--- src/rtl/next_pc_unit.sv ---
// Purpose : next-PC selection for a two-phase (FETCH/EXECUTE) core, with halt and an optional return stack.
// Latency : pc_plus is combinational from pc and the controls captured on the FETCH->EXECUTE edge; the PC loads it on EXECUTE->FETCH.
// Backpressure: none; the unit advances every cycle until halted, and a halt lasts until reset.
//
// Ports:
//   clk, reset          clock; asynchronous active-high reset
//   pc                  current program counter
//   branch_taken/offset relative branch request and signed displacement
//   jump, call, ret     absolute jump, subroutine call, subroutine return
//   jump_target         absolute target for jump/call
//   halt                permanent stop request
//   pc_plus             next PC value
//   phase               0 = FETCH, 1 = EXECUTE (also 1 while halted)
//   halted              high in HALT
//   stack_full/empty/err  return-stack status (err is sticky)
//
// Build option: define RETURN_STACK_EN to include the return stack. Without it,
// call behaves as jump, ret as sequential, and the stack flags are tied off.
module next_pc_unit #(
    parameter int STEP        = 1,
    parameter int STACK_DEPTH = 4
) (
    input  logic       clk,
    input  logic       reset,
    input  logic [7:0] pc,
    input  logic       branch_taken,
    input  logic [7:0] branch_offset,
    input  logic       jump,
    input  logic       call,
    input  logic       ret,
    input  logic [7:0] jump_target,
    input  logic       halt,
    output logic [7:0] pc_plus,
    output logic       phase,
    output logic       halted,
    output logic       stack_full,
    output logic       stack_empty,
    output logic       stack_err
);

    if (STEP < 1 || STEP > 15) begin : g_bad_step
        $error("next_pc_unit: STEP must be 1..15");
    end
    if (STACK_DEPTH < 2 || STACK_DEPTH > 8) begin : g_bad_depth
        $error("next_pc_unit: STACK_DEPTH must be 2..8");
    end

    typedef enum logic [1:0] {FETCH, EXECUTE, HALT} state_t;

    localparam logic [7:0] STEP8 = 8'(STEP);

    state_t     state, state_nxt;

    // Controls latched on the FETCH->EXECUTE edge.
    logic       c_br, c_jmp, c_call, c_ret, c_halt;
    logic [7:0] c_off, c_tgt;

    logic [7:0] seq_pc;
    assign seq_pc = pc + STEP8;   // 8-bit add wraps modulo 256

    // ---------------- state machine ----------------
    always_ff @(posedge clk or posedge reset) begin
        if (reset) state <= FETCH;
        else       state <= state_nxt;
    end

    always_comb begin
        state_nxt = state;
        phase     = 1'b0;
        halted    = 1'b0;
        case (state)
            FETCH:   state_nxt = EXECUTE;
            EXECUTE: begin
                phase     = 1'b1;
                state_nxt = c_halt ? HALT : FETCH;
            end
            HALT: begin
                phase     = 1'b1;
                halted    = 1'b1;
                state_nxt = HALT;
            end
            default: state_nxt = FETCH;
        endcase
    end

    // ---------------- control capture ----------------
    always_ff @(posedge clk or posedge reset) begin
        if (reset) begin
            c_br   <= 1'b0;
            c_off  <= 8'h00;
            c_jmp  <= 1'b0;
            c_call <= 1'b0;
            c_ret  <= 1'b0;
            c_tgt  <= 8'h00;
            c_halt <= 1'b0;
        end else if (state == FETCH) begin
            c_br   <= branch_taken;
            c_off  <= branch_offset;
            c_jmp  <= jump;
            c_call <= call;
            c_ret  <= ret;
            c_tgt  <= jump_target;
            c_halt <= halt;
        end
    end

`ifdef RETURN_STACK_EN
    // ---------------- return stack ----------------
    localparam int AW  = $clog2(STACK_DEPTH);
    localparam int SPW = $clog2(STACK_DEPTH + 1);   // sp counts 0..STACK_DEPTH

    logic [7:0]     stack_mem [STACK_DEPTH];
    logic [SPW-1:0] sp;
    logic           err_q;
    logic           st_full, st_empty;
    logic           do_push, do_pop;
    logic [7:0]     tos;

    assign st_full  = (sp == SPW'(STACK_DEPTH));
    assign st_empty = (sp == '0);
    // Only consumed when not empty, so the wrapped index at sp == 0 is harmless.
    assign tos      = stack_mem[AW'(sp - 1'b1)];

    // Stack effects happen on the EXECUTE->FETCH edge; halt and ret outrank call.
    assign do_pop   = (state == EXECUTE) && !c_halt && c_ret;
    assign do_push  = (state == EXECUTE) && !c_halt && !c_ret && c_call;

    always_ff @(posedge clk or posedge reset) begin
        if (reset) begin
            sp    <= '0;
            err_q <= 1'b0;
        end else if (do_pop) begin
            if (st_empty) err_q <= 1'b1;
            else          sp    <= sp - 1'b1;
        end else if (do_push) begin
            if (st_full)  err_q <= 1'b1;
            else          sp    <= sp + 1'b1;
        end
    end

    always_ff @(posedge clk) begin
        if (do_push && !st_full) stack_mem[AW'(sp)] <= seq_pc;
    end

    assign stack_full  = st_full;
    assign stack_empty = st_empty;
    assign stack_err   = err_q;
`else
    assign stack_full  = 1'b0;
    assign stack_empty = 1'b1;
    assign stack_err   = 1'b0;
`endif

    // ---------------- next-PC select ----------------
    always_comb begin
        pc_plus = seq_pc;
        case (state)
            EXECUTE: begin
                if (c_halt)
                    pc_plus = pc;
                else if (c_ret) begin
`ifdef RETURN_STACK_EN
                    pc_plus = st_empty ? seq_pc : tos;
`else
                    pc_plus = seq_pc;
`endif
                end
                else if (c_call || c_jmp)
                    pc_plus = c_tgt;
                else if (c_br)
                    pc_plus = pc + c_off;   // two's-complement offset, wraps modulo 256
                else
                    pc_plus = seq_pc;
            end
            HALT:    pc_plus = pc;
            default: pc_plus = seq_pc;
        endcase
    end

endmodule

--- config.mk ---
export PLATFORM = sky130hd
export DESIGN_NAME = next_pc_unit
export DESIGN_NICKNAME = d
export VERILOG_FILES = /design/src/rtl/next_pc_unit.sv
export SDC_FILE = /design/constraint.sdc
export NUM_CORES = 1
export LEC_CHECK = 0
export CORE_MARGIN = 5
export CORE_UTILIZATION = 40
export CTS_CLUSTER_DIAMETER = 120
export CTS_CLUSTER_SIZE = 24
export DETAILED_ROUTE_END_ITERATION = 8
export PLACE_DENSITY = 0.65
export SETUP_SLACK_MARGIN = 0.02
export SYNTH_ARGS = -nofsm -noshare
export SYNTH_HDL_FRONTEND = slang
export SYNTH_SLANG_ARGS = --single-unit
export TNS_END_PERCENT = 1
--- constraint.sdc ---
create_clock -name clk -period 2.5 [get_ports clk]
set_input_delay 0.5 -clock clk [delete_from_list [all_inputs] [get_ports clk]]
set_output_delay 0.5 -clock clk [all_outputs]
set_load 0.005 [all_outputs]
==> impl_metrics.py <==
metrics = {
    "floorplanning": {
        "die_h_um": 76.98,
        "rows": 24,
        "die_w_um": 76.98,
        "die_area_um2": 5925,
        "core_um2": 4354,
        "initial_core_util_pct": 41.21,
        "io-pin-count": 44,
    },
    "global_route": {
        "overflow": 0,
        "grt_pass1_wl_um": 8562,
        "grt_max_degree": 24,
        "grt_pass1_vias": 1819,
        "antenna_found_initial": 0,
        "grt_usage_pct": 17.60,
    },
    "clocking": {
        "cts_buffers": 3,
        "cts.sinks": 23,
        "hold_buffers": 0,
        "clock_latency_ns": 0.26,
        "cts_tree": "yes",
        "clockBufferDepth": 2,
        "htreeDepth": 1,
        "clk_pin_slew_ns": 0.08,
        "clockRootBuffer": "clkbuf_8",
    },
    "pwr": {
        "p_leak_nw": 1.139,
        "powerDensity_nw_per_um2": 1252,
        "power.total_mw": 3.358,
        "peakVddDrop_mv": 0.5907,
    },
    "timing": {
        "fmax_mhz": 358.8,
        "rsz0062_at_grt": "true",
        "finalCritPeriodShare_pct": 111.5,
        "setup_viol": 7,
        "layout_setup_ws_ns": -0.2869,
        "setup_tns_ns": -1.463,
        "worst_clock_skew_ns": 0.001888,
        "fin_crit_ns": 2.787,
        "timing.hold.ws_ns": 0.5111,
        "hold_viol_final": 0,
        "finalMaxSlewViolations": 0,
    },
    "detailed_routing": {
        "ant_nets": 0,
        "vias": 1758,
        "drc": 0,
        "vias_per_cell": 5.393,
        "avgRoutedWirePerCell_um": 15.56,
        "finalWirelength_um": 5071,
        "dr.first_iter.drc_count": 88,
        "drt-pass1-iter-count": 4,
    },
    "place": {
        "port_buffers": 40,
        "finalWeightedCongestion": 0.8428,
        "post-place-ws_ns": -0.9728,
        "dp_cells": 321,
        "dp_hpwl_um": 4018,
        "placed_area_um2": 2531,
    },
    "synth": {
        "synthFlopType": "dfrtp_1",
        "synth_warnings": 0,
        "ys_seq_elements": 23,
        "synth.avg_cell_area_um2": 9.201,
        "synth.distinct_cells": 50,
        "synth_area_um2": 1794,
        "synthArstFlopShare_pct": 100.0,
        "netlist_instances": 195,
        "synth_edf_count": 0,
        "ys_seq_area_share_pct": 32.08,
    },
    "outcome": {
        "violations": "setup timing",
        "status": "finished, violations left",
    },
    "critical_path": {
        "start_kind": "input port",
        "arrival_ns": 2.29,
        "worstSetupPathType": "in -> out",
        "end_kind": "primary output",
        "crit_path_max_fanout": 3,
        "crit_required_ns": 2.00,
    },
    "final_layout": {
        "seq_area_um2": 576.8,
        "num-fill-cells": 387,
        "multi_input_area_um2": 1264,
        "antenna_cells": 0,
        "nNetsFinal": 319,
        "fin_area_um2": 2683,
        "syn2layout_area_growth_pct": 49.51,
        "final_layout_size_suffix_gt1_share_pct": 37.96,
        "fin_cells": 326,
        "final_util_pct": 61.61,
    },
    "worst_hold_path": {
        "hp-class": "reg -> reg",
    },
    "run": {
        "drv_cap": 0,
    },
}
==> flip-flops by register name, summed over array words and instances, names as in the netlist <==
| register | cells |
|---|---|
| c_jmp | 1 |
| state | 2 |
| c_call | 1 |
| c_off | 8 |
| c_br | 1 |
| c_ret | 1 |
| c_halt | 1 |
| c_tgt | 8 |
==> path summary, 6_finish.rpt <==
check / slack [ns] / startpoint / to / cells after the start
setup reg to reg: 1.06 / state[0] / c_off[2] / 4
hold reg to reg: 0.51 / c_tgt[4] / c_tgt[4] / 1
setup / recovery: -0.29 / pc[5] / pc_plus[7] / 8
max in group asynchronous: 1.67 / reset / c_off[1] / 3
min in group asynchronous: 0.58 / reset / c_off[0] / 3
hold / removal: 0.51 / c_tgt[4] / c_tgt[4] / 1
==> cell usage in the layout, fill, tap and decap left out, types with 3 or more instances in the layout <==
cell type,count
nand2_1,7
o21ai_0,16
o21ai_1,3
clkdlybuf4s50_1,28
o21ai_2,3
ha_4,5
inv_1,6
mux2_2,22
nor3_1,4
xor2_1,5
dfrtp_1,22
dlygate4sd2_1,3
a21oi_1,11
buf_2,4
clkbuf_8,3
xnor2_1,3
buf_4,44
ha_2,3
nor2_1,14
nand3_1,10
conb_1,3
a31oi_1,3
ha_1,4
==> critical path, stage by stage <==
cell and delay, ns:
clkdlybuf4s50_1 0.49, ha_1 0.25, or2_4 0.26, a31oi_1 0.14, o21ba_2 0.18, mux2i_1 0.11
a21oi_1 0.12, clkdlybuf4s15_2 0.22
==> metal layers <==
layer | share of wire (%) | GRT usage, % | vias up
met5 | 0 | 0 | -
met4 | 0.85 | 4.467 | 0
met3 | 6.4 | 3.044 | 5
met2 | 49 | 29.97 | 59
met1 | 44 | 23.03 | 830
li1 | - | - | 864
==> repair_timing <==
| item | 4_1_cts | 5_1_grt |
|---|---|---|
| buffers inserted | 1 | 0 |
| pin swaps | 21 | 6 |
| setup endpoints to repair | 8 | 9 |
| gates resized for setup | 57 | 6 |
==> cell type report <==
type	count	area share, %
Multi-Input combinational cell	156	47.11
Tap cell	52	2.425
Timing Repair Buffer	84	26.26
Clock buffer	3	1.539
Sequential cell	23	21.50
Inverter	7	0.9795
Clock inverter	1	0.1866
==> synthesized netlist by cell type, types with 3 or more instances <==
cell type,count,area [um2]
a21oi_1,12,60.06
nand2_1,7,26.28
inv_1,7,26.28
buf_4,3,22.52
a31oi_1,3,18.77
nor3_1,4,20.02
nor2_1,14,52.55
mux2_2,22,247.7
ha_1,12,150.1
nor2b_1,3,18.77
o21ai_0,21,105.1
nand3_1,10,50.05
xor2_1,5,43.79
dfrtp_1,23,575.6
xnor2_1,3,26.28
clkbuf_1,3,11.26
==> logic make-up after synthesis <==
logic type	Yosys count	share of synthesized area [%]
adders and majority gates	13	9.484
AOI/OAI and AO/OA	61	21.83
DFF	23	32.08
buffers and inverters	17	4.672
other	2	0.4186
xor gates and xnor gates	8	3.905
muxes	24	14.92
and+or+nand+nor	47	12.69
==> report_power, final <==
| group | leakage [nW] | switching, mW | internal, mW |
|---|---|---|---|
| combinational | 0.844 | 1.07 | 1.32 |
| clock | 0.0255 | 0.122 | 0.111 |
| sequential | 0.269 | 0.176 | 0.565 |
No activity file was read; power rests on OpenSTA's default activity.
==> patch 1 (same settings) <==
Build with the macro `RETURN_STACK_EN` defined.
--- a/src/rtl/next_pc_unit.sv
+++ b/src/rtl/next_pc_unit.sv
@@ -17,4 +17,6 @@
 // Build option: define RETURN_STACK_EN to include the return stack. Without it,
 // call behaves as jump, ret as sequential, and the stack flags are tied off.
+`define RETURN_STACK_EN
+
 module next_pc_unit #(
     parameter int STEP        = 1,
Function: changed (Yosys sat finds a counterexample within 4 cycles, from zero or initial values and one cycle with reset high).
==> patch 1 against the original RTL <==
Hold slack worse by 0.036 ns. Via count grew 48%. First-iteration DRC count increased by 99%. Synthesized area rose by 87%. Sequential power is 94% higher. Non-clock buffer count rose by 30. Wire length rose by 63%. Final area increased by 76%. The flow still finishes with violations (negative setup slack). Worst setup slack got worse by 0.099 ns. Total power rose by 70%. Synthesized cell count is 47% higher. Sequential cell count up 36. Highest routed layer unchanged. Cell count is 56% higher.
==> patch 1: results (changes against the original RTL) <==
\begin{tabular}{lr}
\hline
Metric & Value \\
\hline
\multicolumn{2}{l}{\textbf{Run status}} \\
\quad Result of the run & complete, but fails checks \\
\quad Violations in the final reports & negative setup slack \\
\multicolumn{2}{l}{\textbf{STA}} \\
\quad Setup violators final & 8 (+1) \\
\quad Final setup slack of the worst path & -0.386 ns (-0.0991 ns) \\
\multicolumn{2}{l}{\textbf{Worst setup path}} \\
\quad Crit path launch & c\_off[0]\$\_DFFE\_PP0N\_ \\
\quad Worst-case reg-to-reg path depth & 7 (+3) \\
\quad Worst reg2reg startpoint & state[1]\$\_DFF\_PP0\_ \\
\quad Reg-to-Reg End & stack\_mem[3][6]\$\_DFFE\_PP\_ \\
\multicolumn{2}{l}{\textbf{Logic synthesis}} \\
\quad Main area contributors after synthesis & sky130\_fd\_sc\_hd\_\_edfxtp\_1 29\%, sky130\_fd\_sc\_hd\_\_dfrtp\_1 20\%, sky130\_fd\_sc\_hd\_\_mux2\_2 7.4\% \\
\quad Number of synthesized flops with an enable pin & 32 (+32) \\
\quad Top cell types by occurrence after synthesis & 32 x sky130\_fd\_sc\_hd\_\_edfxtp\_1, 27 x sky130\_fd\_sc\_hd\_\_dfrtp\_1, 26 x sky130\_fd\_sc\_hd\_\_o21ai\_0 \\
\quad Proportion of synthesized chip area in sequential cells & 0.487 (+0.167) \\
\multicolumn{2}{l}{\textbf{Clock network}} \\
\quad Post-CTS setup buffers & 4 (+3) \\
\quad Number of H-tree levels & 3 (+2) \\
\multicolumn{2}{l}{\textbf{Global route}} \\
\quad Routing usage on met1 & 0.210 (-0.0202) \\
\quad Wire length of the first global-routing pass & 13500 um (+57\%) \\
\quad Met3 Track Usage GR & 0.0269 (-0.00359) \\
\quad Vias in the first global route & 2762 (+52\%) \\
\quad Pin count of the biggest net entering global routing & 28 (+17\%) \\
\quad Gr usage total & 0.172 (-0.00365) \\
\multicolumn{2}{l}{\textbf{Cells and area}} \\
\quad Multi-Input Combinational & 202 (+29\%) \\
\quad Layout inverter count without the clock tree & 13 (+6) \\
\quad Post-route core utilization & 0.574 (-0.0425) \\
\quad Clk cell area share & 0.0459 (+0.0287) \\
\quad Relative area of non-clock buffer cells in the final design & 0.201 (-0.0614) \\
\quad Total of plain and repair buffers excluding clock buffers & 114 (+36\%) \\
\multicolumn{2}{l}{\textbf{Routing}} \\
\quad Metal1 wirelength & 3530 um (+58\%) \\
\quad WL met3 & 295 um (-9.8\%) \\
\multicolumn{2}{l}{\textbf{Min path}} \\
\quad Start point of the worst hold path & stack\_err\$\_DFFE\_PP0P\_ \\
\multicolumn{2}{l}{\textbf{Power}} \\
\quad Max IR drop VDD & 0.000735 V (+24\%) \\
\multicolumn{2}{l}{\textbf{Placed design}} \\
\quad Post-placement cell area & 4360 sq um (+72\%) \\
\hline
\end{tabular}
==> patch 1: cell count changes in the layout (fill, tap and decap cells not counted), moves of 6 or more <==
cell and change:
sky130_fd_sc_hd__and2_1 +6, sky130_fd_sc_hd__buf_4 +24, sky130_fd_sc_hd__clkbuf_8 +6, sky130_fd_sc_hd__edfxtp_1 +32, sky130_fd_sc_hd__ha_1 +8, sky130_fd_sc_hd__inv_1 +6, sky130_fd_sc_hd__mux4_1 +6, sky130_fd_sc_hd__nand2_1 +15
sky130_fd_sc_hd__nor2_1 -6
==> patch 1: kinds of logic after synthesis <==
family / Yosys count / share of synthesized area
AND/OR/NAND/NOR: 72 / 0.109
AO/OA/AOI/OAI: 69 / 0.132
flip-flops: 59 / 0.487
multiplexers: 32 / 0.141
buffers and inverters: 26 / 0.0332
adder cells (fa/ha/maj): 18 / 0.0693
XOR/XNOR: 11 / 0.0287
==> patch 1: report_power, final <==
group	switching, mW	internal [mW]
Clock	0.397	0.557
Sequential	0.157	1.28
Combinational	1.53	1.77
Total	2.09	3.61
==> patch 2 (config.mk and constraints unchanged) <==
Made on the original files. Add an input register stage for `branch_offset` and `jump_target`, cleared by the reset; this delays them by one clock. The other inputs are not delayed to match.
--- a/src/rtl/next_pc_unit.sv
+++ b/src/rtl/next_pc_unit.sv
@@ -38,4 +38,17 @@
     output logic       stack_err
 );
+
+    logic [7:0] branch_offset_q;
+    logic [7:0] jump_target_q;
+
+    always_ff @(posedge clk or posedge reset) begin
+        if (reset) begin
+            branch_offset_q <= '0;
+            jump_target_q   <= '0;
+        end else begin
+            branch_offset_q <= branch_offset;
+            jump_target_q   <= jump_target;
+        end
+    end
 
     if (STEP < 1 || STEP > 15) begin : g_bad_step
@@ -96,9 +109,9 @@
         end else if (state == FETCH) begin
             c_br   <= branch_taken;
-            c_off  <= branch_offset;
+            c_off  <= branch_offset_q;
             c_jmp  <= jump;
             c_call <= call;
             c_ret  <= ret;
-            c_tgt  <= jump_target;
+            c_tgt  <= jump_target_q;
             c_halt <= halt;
         end
Formal check against the unedited RTL: not equivalent (Yosys sat finds a counterexample within 4 cycles, from zero or initial values and one cycle with reset high).
==> patch 2 against the original RTL <==
The flow still finishes with violations (negative setup slack). Wire length is 16% higher. Largest cell class unchanged. Critical path type is now flip-flop to output port. Total power up 21%. Final area is 21% higher. Largest power group unchanged. Utilization shrank 2.9 points. Sequential cell count is 16 higher. Highest routed layer unchanged. Synthesized area grew 27%. Worst setup slack better by 0.0026 ns. Non-clock buffer count decreased by 1.
==> patch 2: results (changes against the original RTL) <==
\begin{tabular}{lr}
\hline
Metric & Value \\
\hline
\multicolumn{2}{l}{\textbf{Logic synthesis}} \\
\quad Synth Area in Adders & 0.0748 (-0.0201) \\
\quad Xor and xnor area share after synthesis & 0.0269 (-0.0121) \\
\quad Portion of netlist area occupied by mux cells & 0.117 (-0.0327) \\
\quad Count of different cell masters after synthesis & 54 (+8.0\%) \\
\quad Synthesized area per cell & 10.5 sq um (+15\%) \\
\quad Main area contributors after synthesis & sky130\_fd\_sc\_hd\_\_dfrtp\_1 43\%, sky130\_fd\_sc\_hd\_\_mux2\_2 9.9\%, sky130\_fd\_sc\_hd\_\_ha\_1 6.6\% \\
\multicolumn{2}{l}{\textbf{Worst setup path}} \\
\quad Worst reg2reg startpoint & state[1]\$\_DFF\_PP0\_ \\
\quad Slowest stage delay, CP & 0.41 ns (-0.08 ns) \\
\quad Minimum setup slack among reg-to-reg paths & 1.14 ns (+0.08 ns) \\
\quad Reg-to-Reg End & c\_jmp\$\_DFFE\_PP0N\_ \\
\multicolumn{2}{l}{\textbf{Cells and area}} \\
\quad Final nets & 341 (+6.9\%) \\
\quad Count of placed standard cells in the final layout, fillers left out & 370 (+13\%) \\
\multicolumn{2}{l}{\textbf{Power}} \\
\quad Net switching share of the total power & 0.383 (-0.0243) \\
\quad Leakage power figure & 1.39 nW (+22\%) \\
\quad Post-layout power & 4.08 mW (+21\%) \\
\quad Max IR drop VDD & 0.000540 V (-8.6\%) \\
\quad Portion of total power attributed to sequential cells & 0.254 (+0.033) \\
\quad Logic gate share of total power & 0.596 (-0.114) \\
\multicolumn{2}{l}{\textbf{Min path}} \\
\quad Endpoint of the worst hold path & c\_tgt[0]\$\_DFFE\_PP0N\_ \\
\quad Start point of the worst hold path & jump\_target\_q[0]\$\_DFF\_PP0\_ \\
\multicolumn{2}{l}{\textbf{Placed design}} \\
\quad Worst slack at placement & -1.00 ns (-0.0276 ns) \\
\quad Weighted congestion reported at the end of routability-driven placement & 1.00 (+19\%) \\
\multicolumn{2}{l}{\textbf{STA}} \\
\quad Total negative slack & -1.45 ns (+0.0109 ns) \\
\quad Setup violators final & 7 (unchanged) \\
\quad Final setup slack of the worst path & -0.284 ns (+0.00263 ns) \\
\quad Worst hold margin & 0.474 ns (-0.0370 ns) \\
\multicolumn{2}{l}{\textbf{Clock network}} \\
\quad Worst-Skew Late Latency & 0.29 ns (+0.03 ns) \\
\multicolumn{2}{l}{\textbf{Global route}} \\
\quad Gr usage total & 0.177 (+0.000695) \\
\quad Wire length of the first global-routing pass & 10100 um (+18\%) \\
\quad Pin count of the biggest net entering global routing & 40 (+67\%) \\
\multicolumn{2}{l}{\textbf{Run status}} \\
\quad Result of the run & complete, but fails checks \\
\quad Violations in the final reports & negative setup slack \\
\multicolumn{2}{l}{\textbf{Routing}} \\
\quad Average wire per standard cell & 16.0 um (+2.5\%) \\
\quad Vias per inst & 5.27 (-2.3\%) \\
\hline
\end{tabular}
[patch 2: changes by cell type after synthesis, moves of 3 or more]
| cell | delta |
|---|---|
| sky130_fd_sc_hd__and3_1 | +3 |
| sky130_fd_sc_hd__dfrtp_1 | +16 |
| sky130_fd_sc_hd__nand3_1 | -3 |
| sky130_fd_sc_hd__o21ai_0 | -3 |
| sky130_fd_sc_hd__xor2_1 | -3 |
[patch 2: layer usage]
metal,global-route usage,wire [um],up-vias
met3,0.0369,334,7
met1,0.229,2650,938
met2,0.299,2840,62
met5,0,0,-
met4,0.0475,82,0
li1,-,-,943
[patch 2: repair_timing]
action / CTS / global route
pin swaps: 22 / 8
resized for setup: 53 / 2
hold buffers: 0 / 0
hold endpoints to repair: 0 / 0
setup buffers: 1 / 3
endpoints found under the setup margin: 8 / 8
[patch 2: layout make-up]
cell class                 instances  area [sq um]
clock buffer                       6          72.6
timing repair buffer              83           686
multi-input combinational        159          1320
fill                             480          2270
clock inverter                     2          60.1
sequential                        39           977
inverter                           9          33.8
tap                               72          90.1
